File: config.mk
export PLATFORM = sky130hd
export DESIGN_NAME = instr_fetch_unit
export DESIGN_NICKNAME = d
export VERILOG_FILES = /design/src/rtl/instr_fetch_unit.sv
export SDC_FILE = /design/constraint.sdc
export NUM_CORES = 1
export LEC_CHECK = 0
export ABC_AREA = 1
export CAP_MARGIN = 20
export CORE_MARGIN = 2
export CORE_UTILIZATION = 56
export DETAILED_ROUTE_END_ITERATION = 8
export GPL_ROUTABILITY_DRIVEN = 0
export PLACE_DENSITY = 0.8
export SLEW_MARGIN = 20
export SYNTH_ARGS = -nofsm -noshare
export SYNTH_HDL_FRONTEND = slang
export SYNTH_SLANG_ARGS = --single-unit
File: constraint.sdc
create_clock -name clk -period 5.7 [get_ports clk]
set_input_delay 1.14 -clock clk [delete_from_list [all_inputs] [get_ports clk]]
set_output_delay 1.14 -clock clk [all_outputs]
set_load 0.05 [all_outputs]
File: src/rtl/instr_fetch_unit.sv
// Instruction fetch: single-outstanding imem requests feeding a show-ahead prefetch queue.
// Latency: request to if_valid is grant edge + rvalid edge + 1 cycle; redirect flushes in 1 cycle.
// Backpressure: id_ready low fills the queue; fetching pauses (IDLE) when no free slot remains.
module instr_fetch_unit #(
    parameter int                 PC_SIZE     = 32,
    parameter int                 INSTR_WIDTH = 32,
    parameter int                 FIFO_DEPTH  = 4,
    parameter logic [PC_SIZE-1:0] RESET_PC    = '0
) (
    input  logic                          clk,
    input  logic                          rst,
    output logic                          imem_req,
    output logic [PC_SIZE-1:0]            imem_addr,
    input  logic                          imem_gnt,
    input  logic                          imem_rvalid,
    input  logic [INSTR_WIDTH-1:0]        imem_rdata,
    input  logic                          redirect_valid,
    input  logic [PC_SIZE-1:0]            redirect_pc,
    input  logic                          id_ready,
    output logic                          if_valid,
    output logic [INSTR_WIDTH-1:0]        if_instr,
    output logic [PC_SIZE-1:0]            if_pc_plus1,
    output logic [$clog2(FIFO_DEPTH):0]   fifo_count
);

    localparam int AW = $clog2(FIFO_DEPTH);
    localparam int CW = AW + 1;

    typedef enum logic [1:0] {
        S_REQ     = 2'd0,
        S_WAIT    = 2'd1,
        S_IDLE    = 2'd2,
        S_DISCARD = 2'd3
    } state_t;

    state_t                 state;
    state_t                 state_nxt;
    logic [PC_SIZE-1:0]     fetch_pc;
    logic [PC_SIZE-1:0]     req_pc;

    logic [INSTR_WIDTH-1:0] q_instr [FIFO_DEPTH];
    logic [PC_SIZE-1:0]     q_pc1   [FIFO_DEPTH];
    logic [AW-1:0]          rd_ptr;
    logic [AW-1:0]          wr_ptr;
    logic [CW-1:0]          count;
    logic [CW-1:0]          count_nxt;

    logic                   granted;
    logic                   push;
    logic                   pop;

    // A redirect suppresses both queue operations: the flush wins over any push or pop.
    assign granted   = (state == S_REQ) && imem_gnt;
    assign push      = (state == S_WAIT) && imem_rvalid && !redirect_valid;
    assign pop       = (count != '0) && id_ready && !redirect_valid;
    assign count_nxt = count + CW'(push) - CW'(pop);

    // State register.
    always_ff @(posedge clk) begin
        if (rst) begin
            state <= S_REQ;
        end else begin
            state <= state_nxt;
        end
    end

    // Next-state: one request in flight; a redirect with a request in flight drains it via DISCARD.
    always_comb begin
        state_nxt = state;
        case (state)
            S_REQ: begin
                if (imem_gnt) begin
                    state_nxt = redirect_valid ? S_DISCARD : S_WAIT;
                end
            end
            S_WAIT: begin
                if (imem_rvalid) begin
                    if (redirect_valid) begin
                        state_nxt = S_REQ;
                    end else if (count_nxt < CW'(FIFO_DEPTH)) begin
                        state_nxt = S_REQ;
                    end else begin
                        state_nxt = S_IDLE;
                    end
                end else if (redirect_valid) begin
                    state_nxt = S_DISCARD;
                end
            end
            S_IDLE: begin
                if (redirect_valid || (count < CW'(FIFO_DEPTH))) begin
                    state_nxt = S_REQ;
                end
            end
            S_DISCARD: begin
                // The stale response retires the outstanding request even if another
                // redirect lands in the same cycle; fetch_pc already holds the newest target.
                if (imem_rvalid) begin
                    state_nxt = S_REQ;
                end
            end
            default: state_nxt = S_REQ;
        endcase
    end

    // Outputs: the request line is purely a function of state; the address is the fetch pointer.
    always_comb begin
        imem_req  = (state == S_REQ);
        imem_addr = fetch_pc;
    end

    // Fetch pointer and in-flight request address.
    always_ff @(posedge clk) begin
        if (rst) begin
            fetch_pc <= RESET_PC;
            req_pc   <= '0;
        end else begin
            if (granted) begin
                req_pc <= fetch_pc;
            end
            if (redirect_valid) begin
                fetch_pc <= redirect_pc;
            end else if (granted) begin
                fetch_pc <= fetch_pc + 1'b1;
            end
        end
    end

    // Queue pointers and occupancy; a redirect empties the queue.
    always_ff @(posedge clk) begin
        if (rst || redirect_valid) begin
            rd_ptr <= '0;
            wr_ptr <= '0;
            count  <= '0;
        end else begin
            if (push) begin
                wr_ptr <= wr_ptr + 1'b1;
            end
            if (pop) begin
                rd_ptr <= rd_ptr + 1'b1;
            end
            count <= count_nxt;
        end
    end

    // Queue storage; entries are only observed while occupied, so no reset is needed.
    always_ff @(posedge clk) begin
        if (push) begin
            q_instr[wr_ptr] <= imem_rdata;
            q_pc1[wr_ptr]   <= req_pc + 1'b1;
        end
    end

    // Show-ahead head; outputs read as zero while the queue is empty.
    always_comb begin
        if_valid    = (count != '0);
        if_instr    = if_valid ? q_instr[rd_ptr] : '0;
        if_pc_plus1 = if_valid ? q_pc1[rd_ptr]   : '0;
        fifo_count  = count;
    end

endmodule

==> qor.csv <==
metric,value,unit
area grow syn2layout,21.2,%
share of post-route cells with drive strength above 1,6.63,%
Vert. Die Dim,165,um
vias per inst,5.61,
"FFs w/ async S/R, synth",0,%
Mapped Area,14600,um2
cells after synthesis,1484,
Num CTS Buffers,34,
# diodes,0,
Critical Path AT,3.50,ns
final instance area,17600,um2
Resized cells post-CTS,0,
placed inst area,16500,um2
Worst slew margin,32.1,%
drt first pass iters,5,
WL final,33800,um
# fillers,1872,
ys flop type,edfxtp_1,
syn nets,1563,
Die X,165,um
Initial Utilization,56.5,%
die area,27300,um2
Worst R2R Path Depth,11,
Final Hold Viols,0,
total of max-cap violations,0,
grt total ovfl,0,
Yosys warnings,0,
GR Util All Layers,24.4,%
largest net degree at the start of global routing,75,
clk root buf,clkbuf_16,
critical-path maximum fanout,67,
RSZ-0062 raised after global routing,false,
crit-path most repeated cell,nor2_1,
peak supply drop,0.000284,V
Post-Syn Area per Cell,9.82,um2
Clock Path Buffers,3,
vias in the first global route,10731,
port buffer count,170,
drt wl/cell,17.0,um
1st-iter DRT viols,1220,
Site Rows,59,
status,finished clean,
hold buffers post-CTS,0,
slowest CP cell,clkdlybuf4s50_1,
Power Dens Cells,313,nW/um2
Seq cells post-synth,331,
sequential area share after synthesis,63.1,%
CP startpoint kind,flip-flop,
Post-Place Cells,1932,
Final Util,68.5,%
Skew-Pair Late Insertion Delay,0.51,ns
"CTS clk-pin slew, worst paths",0.06,ns
H-tree depth,2,
Setup crit end kind,output pin,
type of the worst setup path,reg2out,
"Cell Count, Final, Fillers Out",1994,
Int Power,0.00417,W
first-pass GRT wire length,52300,um
Comb pwr share,9.9,%
slack of the worst reg-to-reg path,2.78,ns
switching power,0.00136,W
Post-synth EDFFs,256,
"critical path, cell by cell","buf_4, nor2_1, nor2_1, o21ai_0, a21oi_1, clkdlybuf4s50_1",
sequential power share,50.6,%
Nets,1712,
Detail Placement HPWL,20400,um
Critical Path RT,4.56,ns
Post-route DRC,0,
Tmin final,4.64,ns
Vias,11178,
total power,0.00553,W
clk sinks,331,
Layout Skew,0.00797,ns
cell depth of the worst min-delay path,2,
fmax,215,MHz
Clk network pwr share,39.6,%
core box area,25800,um2
postcts setup bufs,0,
period utilization,81.5,%
Final Setup Violations,0,
worst slew pin tran,1.02,ns
post-route ant nets,0,
Setup Total Neg Slack,0,ns
leakage,6.18,nW
TritonCTS clock tree,done,
Yosys cell types,36,
initial antenna violation count,0,
Switching Fraction,24.6,%
Crit path largest cell delay,0.86,ns
hold crit path type,reg2reg,
Pins Over Slew Limit,0,
io pins,171,
## critical path, delay by kind of cell (launching register included)
kind,cells,cell delay (ns)
and+or+nand+nor,2,0.22
DFF,1,0.80
buffers and inverters,2,1.56
AOI/OAI and AO/OA,2,0.35
## final cells by class
cell class / instances / area, um2 / share of cell area, %
sequential: 331 / 9190 / 52.1
multi-input combinational: 980 / 4730 / 26.8
timing repair buffer: 182 / 1800 / 10.2
clock buffer: 39 / 891 / 5.05
tap: 335 / 419 / 2.37
inverter: 104 / 390 / 2.21
clock inverter: 23 / 223 / 1.26
## kinds of logic (layout without fill, tap and decap cells)
kind of cell               after synthesis  in the layout  synth area share, %
DFF                                    331            331                 63.1
buffers and inverters                  173            348                 4.71
adders and majority gates                9              9                0.825
and+or+nand+nor                        613            613                 17.9
xor gates and xnor gates                39             39                 2.34
AOI/OAI and AO/OA                      319            319                 11.1
## metal layers
metal / GRT usage, % / vias up / routed length [um]
met5: 0 / - / 0
li1: - / 5339 / -
met2: 40.5 / 500 / 15800
met1: 32.4 / 5245 / 14300
met3: 4.10 / 94 / 2580
met4: 9.37 / 0 / 1120
## flip-flops by register name, summed over array words and instances (netlist names), named ones only
register / count
fifo_count: 3
imem_addr: 32
q_instr: 128
q_pc1: 128
rd_ptr: 2
req_pc: 32
state: 2
wr_ptr: 2
## cell usage in the layout, fill, tap and decap left out, types with 35 or more instances in the layout
cell type	instances
clkdlybuf4s50_1	170
o21ai_0	181
edfxtp_1	256
inv_1	100
a21oi_1	123
nand2_1	174
dfxtp_1	73
nor2_1	324
clkbuf_16	35
nand3_1	51
## Yosys cell counts, types with 2 or more instances
library cell  number  area [um2]
nor2_1           328        1230
xor2_1            30         263
buf_1             13        48.8
a21oi_1          123         616
a22o_1             2        17.5
edfxtp_1         256        7690
nor3_2             6        60.1
buf_4              3        22.5
nor2_4             8        90.1
a31oi_1            7        43.8
inv_2              4        15.0
nand3_2            3        30.0
nor2_2             8        50.1
ha_1               8         100
o21ai_0          181         906
xnor2_1            9        78.8
inv_1            100         375
nand2_2            4        25.0
buf_2             20         100
nand2_1          174         653
o21ai_1            3        15.0
clkbuf_1          33         124
nand4_1            8        50.1
nor3_1            16        80.1
nand3_1           51         255
dfxtp_1           75        1500
and3_1             2        12.5
## power groups by stage
| stage | Combinational (W) | Sequential [W] | Clock, W |
|---|---|---|---|
| 3_3_place_gp | 0.000526 | 0.00284 | 0 |
| 6_report | 0.000544 | 0.00280 | 0.00219 |
| 2_1_floorplan | 0.000298 | 0.00288 | 0 |
| 3_5_place_dp | 0.000540 | 0.00284 | 0 |
| 4_1_cts | 0.000544 | 0.00279 | 0.00221 |
| 5_1_grt | 0.000593 | 0.00280 | 0.00230 |
## final timing paths
path | startpoint | to
setup reg to reg | fifo_count[1]$_SDFF_PP0_ | state[1]$_SDFFE_PP0P_
setup / recovery | flip-flop | if_pc_plus1[22]
hold / removal | rd_ptr[1]$_SDFFE_PP0P_ | flip-flop
hold reg to reg | rd_ptr[1]$_SDFFE_PP0P_ | flip-flop
## per-stage QoR
stage                     setup WS (ns)  hold slack [ns]
after floorplan                   0.925            0.436
after global placement             1.52            0.448
after detailed placement           1.44            0.451
after CTS                          1.01            0.464
after global routing              0.845            0.493
final                              1.06            0.463
(Power assumes the default switching activity.)
